### src/rtl/decoder_phase_sequencer.sv
// decoder_phase_sequencer: owns the opcode latch (ITABLE) and the per-instruction
// phase counter (XPT) that feed the decoder tree. It fetches an opcode, steps the
// phase until the decoder signals end of instruction, and then fetches again.
// A phase overrun parks the block in a sticky FAULT state until reset.
//
// Fetch handshake (valid/ready): a byte transfers on a rising edge where
// DATA_VALID=1 and FETCH_REQ=1. FETCH_REQ is the ready side and is high only in
// FETCH. DATA_VALID seen in any other state is ignored and nothing is latched.
module decoder_phase_sequencer #(
  parameter int XPT_W   = 4,
  parameter int OP_W    = 8,
  parameter int MAX_XPT = 15
) (
  input  logic             CLK,
  input  logic             notRESET,
  input  logic [OP_W-1:0]  DATA_IN,
  input  logic             DATA_VALID,
  input  logic             STALL,
  input  logic             PR_Reset_XPT,
  input  logic             P2_Reset_ITABLE,
  input  logic             P2_Set_CM1,
  input  logic             Pa_Ophd,
  output logic             FETCH_REQ,
  output logic             enable,
  output logic [XPT_W-1:0] XPT,
  output logic [XPT_W-1:0] notXPT,
  output logic [OP_W-1:0]  ITABLE,
  output logic [OP_W-1:0]  notITABLE,
  output logic             CM1,
  output logic             OPHD_STROBE,
  output logic             FAULT,
  output logic [1:0]       dbg_state
);

  typedef enum logic [1:0] {
    S_IDLE  = 2'd0,
    S_FETCH = 2'd1,
    S_EXEC  = 2'd2,
    S_FAULT = 2'd3
  } state_t;

  localparam logic [XPT_W-1:0] LAST_PH = XPT_W'(MAX_XPT);

  state_t             state_q, state_d;
  logic [XPT_W-1:0]   xpt_q, xpt_d;
  logic [OP_W-1:0]    itable_q, itable_d;
  logic               cm1_q, cm1_d;
  logic               ophd_q, ophd_d;

  // Next-state and next-value logic; complements are derived from the same
  // next value so the true and inverted registers can never disagree.
  always_comb begin
    state_d   = state_q;
    xpt_d     = xpt_q;
    itable_d  = itable_q;
    cm1_d     = cm1_q;
    ophd_d    = 1'b0;
    FETCH_REQ = 1'b0;
    enable    = 1'b0;
    unique case (state_q)
      S_IDLE: begin
        state_d = S_FETCH;
      end
      S_FETCH: begin
        FETCH_REQ = 1'b1;
        xpt_d     = '0;
        if (DATA_VALID) begin
          itable_d = DATA_IN;
          cm1_d    = 1'b0;
          state_d  = S_EXEC;
        end
      end
      S_EXEC: begin
        enable = ~STALL;
        ophd_d = ~STALL & Pa_Ophd;
        if (!STALL) begin
          if (PR_Reset_XPT) begin
            // End of instruction; the P2 strobes only qualify this event.
            xpt_d   = '0;
            state_d = S_FETCH;
            if (P2_Reset_ITABLE) itable_d = '0;
            if (P2_Set_CM1)      cm1_d    = 1'b1;
          end else if (xpt_q == LAST_PH) begin
            // Overrun: hold the last phase rather than wrap to 0.
            state_d = S_FAULT;
          end else begin
            xpt_d = xpt_q + XPT_W'(1);
          end
        end
      end
      S_FAULT: begin
        state_d = S_FAULT;
      end
      default: state_d = S_IDLE;
    endcase
  end

  // State and datapath registers with synchronous active-low reset.
  always_ff @(posedge CLK) begin
    if (!notRESET) begin
      state_q   <= S_IDLE;
      xpt_q     <= '0;
      notXPT    <= '1;
      itable_q  <= '0;
      notITABLE <= '1;
      cm1_q     <= 1'b1;
      ophd_q    <= 1'b0;
    end else begin
      state_q   <= state_d;
      xpt_q     <= xpt_d;
      notXPT    <= ~xpt_d;
      itable_q  <= itable_d;
      notITABLE <= ~itable_d;
      cm1_q     <= cm1_d;
      ophd_q    <= ophd_d;
    end
  end

  assign XPT         = xpt_q;
  assign ITABLE      = itable_q;
  assign CM1         = cm1_q;
  assign OPHD_STROBE = ophd_q;
  assign FAULT       = (state_q == S_FAULT);
  assign dbg_state   = state_q;

endmodule

### config.mk
export PLATFORM = sky130hd
export DESIGN_NAME = decoder_phase_sequencer
export DESIGN_NICKNAME = d
export VERILOG_FILES = /design/src/rtl/decoder_phase_sequencer.sv
export SDC_FILE = /design/constraint.sdc
export NUM_CORES = 1
export LEC_CHECK = 0
export ABC_CLOCK_PERIOD_IN_PS = 4200
export CORE_MARGIN = 4
export CORE_UTILIZATION = 47
export DETAILED_ROUTE_END_ITERATION = 12
export HOLD_SLACK_MARGIN = 0.15
export PLACE_DENSITY = 0.9
export SLEW_MARGIN = 20
export SYNTH_ARGS = -nofsm -noshare
export SYNTH_HDL_FRONTEND = slang
export SYNTH_SLANG_ARGS = --single-unit
### constraint.sdc
create_clock -name CLK -period 4.2 [get_ports CLK]
set_clock_uncertainty 0.05 [all_clocks]
set_input_delay 0.84 -clock CLK [delete_from_list [all_inputs] [get_ports CLK]]
set_output_delay 0.84 -clock CLK [all_outputs]
set_load 0.005 [all_outputs]
==> out/metrics.json <==
{
  "outcome": {"value": "finished clean"},
  "totalWireLength": {"value": 3280, "unit": "um"},
  "synth-seq-area-share": {"value": 44.0, "unit": "%"},
  "crit_cells": {"value": 3},
  "port-buffer-count": {"value": 46},
  "crit-reg2reg-launch": {"value": "dbg_state[0]$_SDFFE_PN0P_"},
  "max_transition_margin": {"value": 50.7, "unit": "%"},
  "commonest_cells_after_routing_fill_and_taps_aside": {"value": "clkdlybuf4s50_1, dfxtp_1, nand2_1"},
  "synth_area_leader_cell": {"value": "dfxtp_1"},
  "switching_share": {"value": 35.9, "unit": "%"},
  "global_route_wire_length_before_repair": {"value": 5360, "unit": "um"},
  "stdcell_count": {"value": 202},
  "synthesis.yosys.warnings": {"value": 0},
  "fp.dieArea": {"value": 0.00361, "unit": "mm2"},
  "worstReg2RegEnd": {"value": "notXPT[3]$_SDFF_PN1_"},
  "ys_ff_latch": {"value": 28},
  "design.portCount": {"value": 47},
  "synth_area_per_cell": {"value": 9.73, "unit": "um2"},
  "critPathLaunch": {"value": "STALL"},
  "tightestPinTransition": {"value": 0.740, "unit": "ns"},
  "syn_to_final_growth": {"value": 40.0, "unit": "%"},
  "cts-htree-levels": {"value": 1},
  "final.min_clock_period": {"value": 2.98, "unit": "ns"},
  "p_sw": {"value": 0.000310, "unit": "W"},
  "timing.critical_path.cells": {"value": "clkdlybuf4s50_1 -> nor2b_1 -> clkdlybuf4s50_1"},
  "post-place-ws": {"value": 1.22, "unit": "ns"},
  "fp.dieH": {"value": 60.1, "unit": "um"},
  "cp_common_cell": {"value": "clkdlybuf4s50_1"},
  "mostFrequentLayoutCell": {"value": "clkdlybuf4s50_1"},
  "final-setup-viol-count": {"value": 0},
  "post_synth_cell_types": {"value": 40},
  "critical_path_buf_inv_count": {"value": 2},
  "n_fill_cell": {"value": 203},
  "unrepaired_setup_endpoints_after_global_routing": {"value": "false"},
  "power.density": {"value": 484, "unit": "mW/mm2"},
  "drt_iter0_drc": {"value": 36},
  "post_cts_buffers": {"value": 0},
  "number_of_antenna_violations_at_the_first_check_in_global_routing": {"value": 0},
  "crit_slowest_cell": {"value": "clkdlybuf4s50_1"},
  "postSynthNetCount": {"value": 151},
  "fmax": {"value": 335, "unit": "MHz"},
  "synth.cell_area": {"value": 0.00127, "unit": "mm2"},
  "grt_max_degree": {"value": 24},
  "ir_worst_vdd": {"value": 0.437, "unit": "mV"},
  "ys.flop_type": {"value": "dfxtp_1"},
  "timing.final.max_slew_violations": {"value": 0},
  "share_comb_of_total_power": {"value": 42.7, "unit": "%"},
  "timing.max_cap.violations": {"value": 0},
  "synth_edf_count": {"value": 0},
  "crit_path_start_kind": {"value": "input port"},
  "sequentialPowerShare": {"value": 36.4, "unit": "%"},
  "tritoncts.num_buffers": {"value": 3},
  "final_area": {"value": 0.00179, "unit": "mm2"},
  "cpLargestDelayFamily": {"value": "buffers and inverters"},
  "dp_hpwl": {"value": 2330, "unit": "um"},
  "dp.cells": {"value": 198},
  "cts-root-buf": {"value": "clkbuf_4"},
  "hold_violations": {"value": 0},
  "post_cts_resized": {"value": 0},
  "drive_above_1_share": {"value": 11.0, "unit": "%"},
  "avgRoutedWirePerCell": {"value": 16.2, "unit": "um"},
  "remaining_drc_errors": {"value": 0},
  "ctsLongestPathBuffers": {"value": 2},
  "fin_ws": {"value": 1.22, "unit": "ns"},
  "starting_density": {"value": 50.5, "unit": "%"},
  "cp_slowest_stage_delay": {"value": 0.54, "unit": "ns"},
  "required": {"value": 3.31, "unit": "ns"},
  "vias_in_the_first_global_route": {"value": 1163},
  "async_reset_ff_share": {"value": 0, "unit": "%"},
  "design_internal_power": {"value": 0.000555, "unit": "W"},
  "power_frac_clock": {"value": 20.9, "unit": "%"},
  "worst-endpoint-arrival": {"value": 2.09, "unit": "ns"},
  "post-layout-total-power": {"value": 0.000865, "unit": "W"},
  "vias": {"value": 1197},
  "synth_largest_type_area_fraction": {"value": 44.0, "unit": "%"},
  "cts_tree": {"value": "yes"},
  "floorplan.die.width": {"value": 60.1, "unit": "um"},
  "core": {"value": 0.00252, "unit": "mm2"},
  "clock_latency": {"value": 0.35, "unit": "ns"},
  "rr_worst_depth": {"value": 5},
  "total_leakage_power": {"value": 0.701, "unit": "nW"},
  "endpoint": {"value": "enable"},
  "dpl-instance-area": {"value": 0.00173, "unit": "mm2"},
  "holdCritPathClass": {"value": "register to register"},
  "place_congestion": {"value": 0.943},
  "tns": {"value": 0, "unit": "ns"},
  "vias_per_cell": {"value": 5.93},
  "grtUsageTotal": {"value": 19.7, "unit": "%"},
  "syn_inst": {"value": 131},
  "timing.critical_path.to_type": {"value": "output pin"},
  "final.period_utilization": {"value": 71.0, "unit": "%"},
  "worst_reg2reg_setup_slack": {"value": 1.92, "unit": "ns"},
  "worst-path-max-fanout": {"value": 8},
  "path_clk_slew": {"value": 0.14, "unit": "ns"},
  "netlist_top_cells_area": {"value": "dfxtp_1, a31o_2, and4b_1, a31oi_1, ha_1"},
  "antenna-diode-count": {"value": 0},
  "cts_hold_buf": {"value": 0},
  "grt.overflow.total": {"value": 0},
  "num-nets-final": {"value": 193},
  "route.antenna.remaining_nets": {"value": 0},
  "clock_sinks": {"value": 28},
  "rows": {"value": 18},
  "crit_type": {"value": "input port to output pin"},
  "drtPass1Iterations": {"value": 4}
}
## Yosys cell counts, types with 2 or more instances
cell type	number
nor2_1	2
and4b_2	2
dfxtp_1	28
ha_1	4
a31oi_1	10
a21o_1	2
clkbuf_1	3
a21oi_1	2
nand3_1	3
nor2b_1	3
a31o_2	8
o21ai_0	8
inv_1	4
buf_2	4
nand2_1	12
and3_1	3
o31a_1	2
and4_1	2
o21ai_1	2
and4b_1	7
## cell families (layout without fill, tap and decap cells)
| logic type | after synthesis | after routing | share of synthesized area [%] |
|---|---|---|---|
| AOI/OAI and AO/OA | 44 | 44 | 24.5 |
| adders and majority gates | 4 | 4 | 3.93 |
| buffers and inverters | 13 | 54 | 4.61 |
| DFF | 28 | 28 | 44.0 |
| muxes | 1 | 1 | 0.785 |
| and+or+nand+nor | 41 | 41 | 22.2 |
## power groups by stage
stage	sequential [W]	clock (W)	combinational, W
after floorplan	0.000319	0	0.000235
after global placement	0.000317	0	0.000351
after detailed placement	0.000318	0	0.000364
after CTS	0.000313	0.000180	0.000367
after global routing	0.000318	0.000194	0.000409
final	0.000315	0.000181	0.000369
## per-stage QoR
stage	util [%]	hold WS [ns]
3_5_place_dp	68.6	0.462
3_3_place_gp	68.6	0.447
4_1_cts	70.6	0.500
6_report	70.8	0.494
5_1_grt	70.8	0.545
2_1_floorplan	-	0.432
## per-layer routing
metal  wire length [um]  up-vias  share of wire [%]  track usage [%]
met1               1430      561                 44             26.0
li1                   -      580                  -                -
met4                 52        0                1.6             9.81
met5                  0        -                  0                0
met2               1610       49                 49             30.9
met3                191        7                5.8             3.24
## how the worst min path moves through the flow
stage,cells past startpoint,slack [ns],to
after CTS,1,0.50,notXPT[1]$_SDFF_PN1_
final,1,0.49,notXPT[1]$_SDFF_PN1_
after global placement,1,0.45,notXPT[1]$_SDFF_PN1_
after global routing,1,0.54,notXPT[1]$_SDFF_PN1_
after floorplan,1,0.43,notXPT[1]$_SDFF_PN1_
after detailed placement,1,0.46,notXPT[1]$_SDFF_PN1_
## layout make-up
class / count / area [um2] / share of cell area [%]
multi-input cells: 90 / 659 / 36.9
flip-flops and latches: 28 / 561 / 31.4
repair buffers: 46 / 460 / 25.8
well taps: 30 / 37.5 / 2.10
clock inverters: 1 / 30.0 / 1.68
clock buffers: 3 / 22.5 / 1.26
inverters: 4 / 15.0 / 0.841
Note: power is estimated with default switching activity, not from simulation.
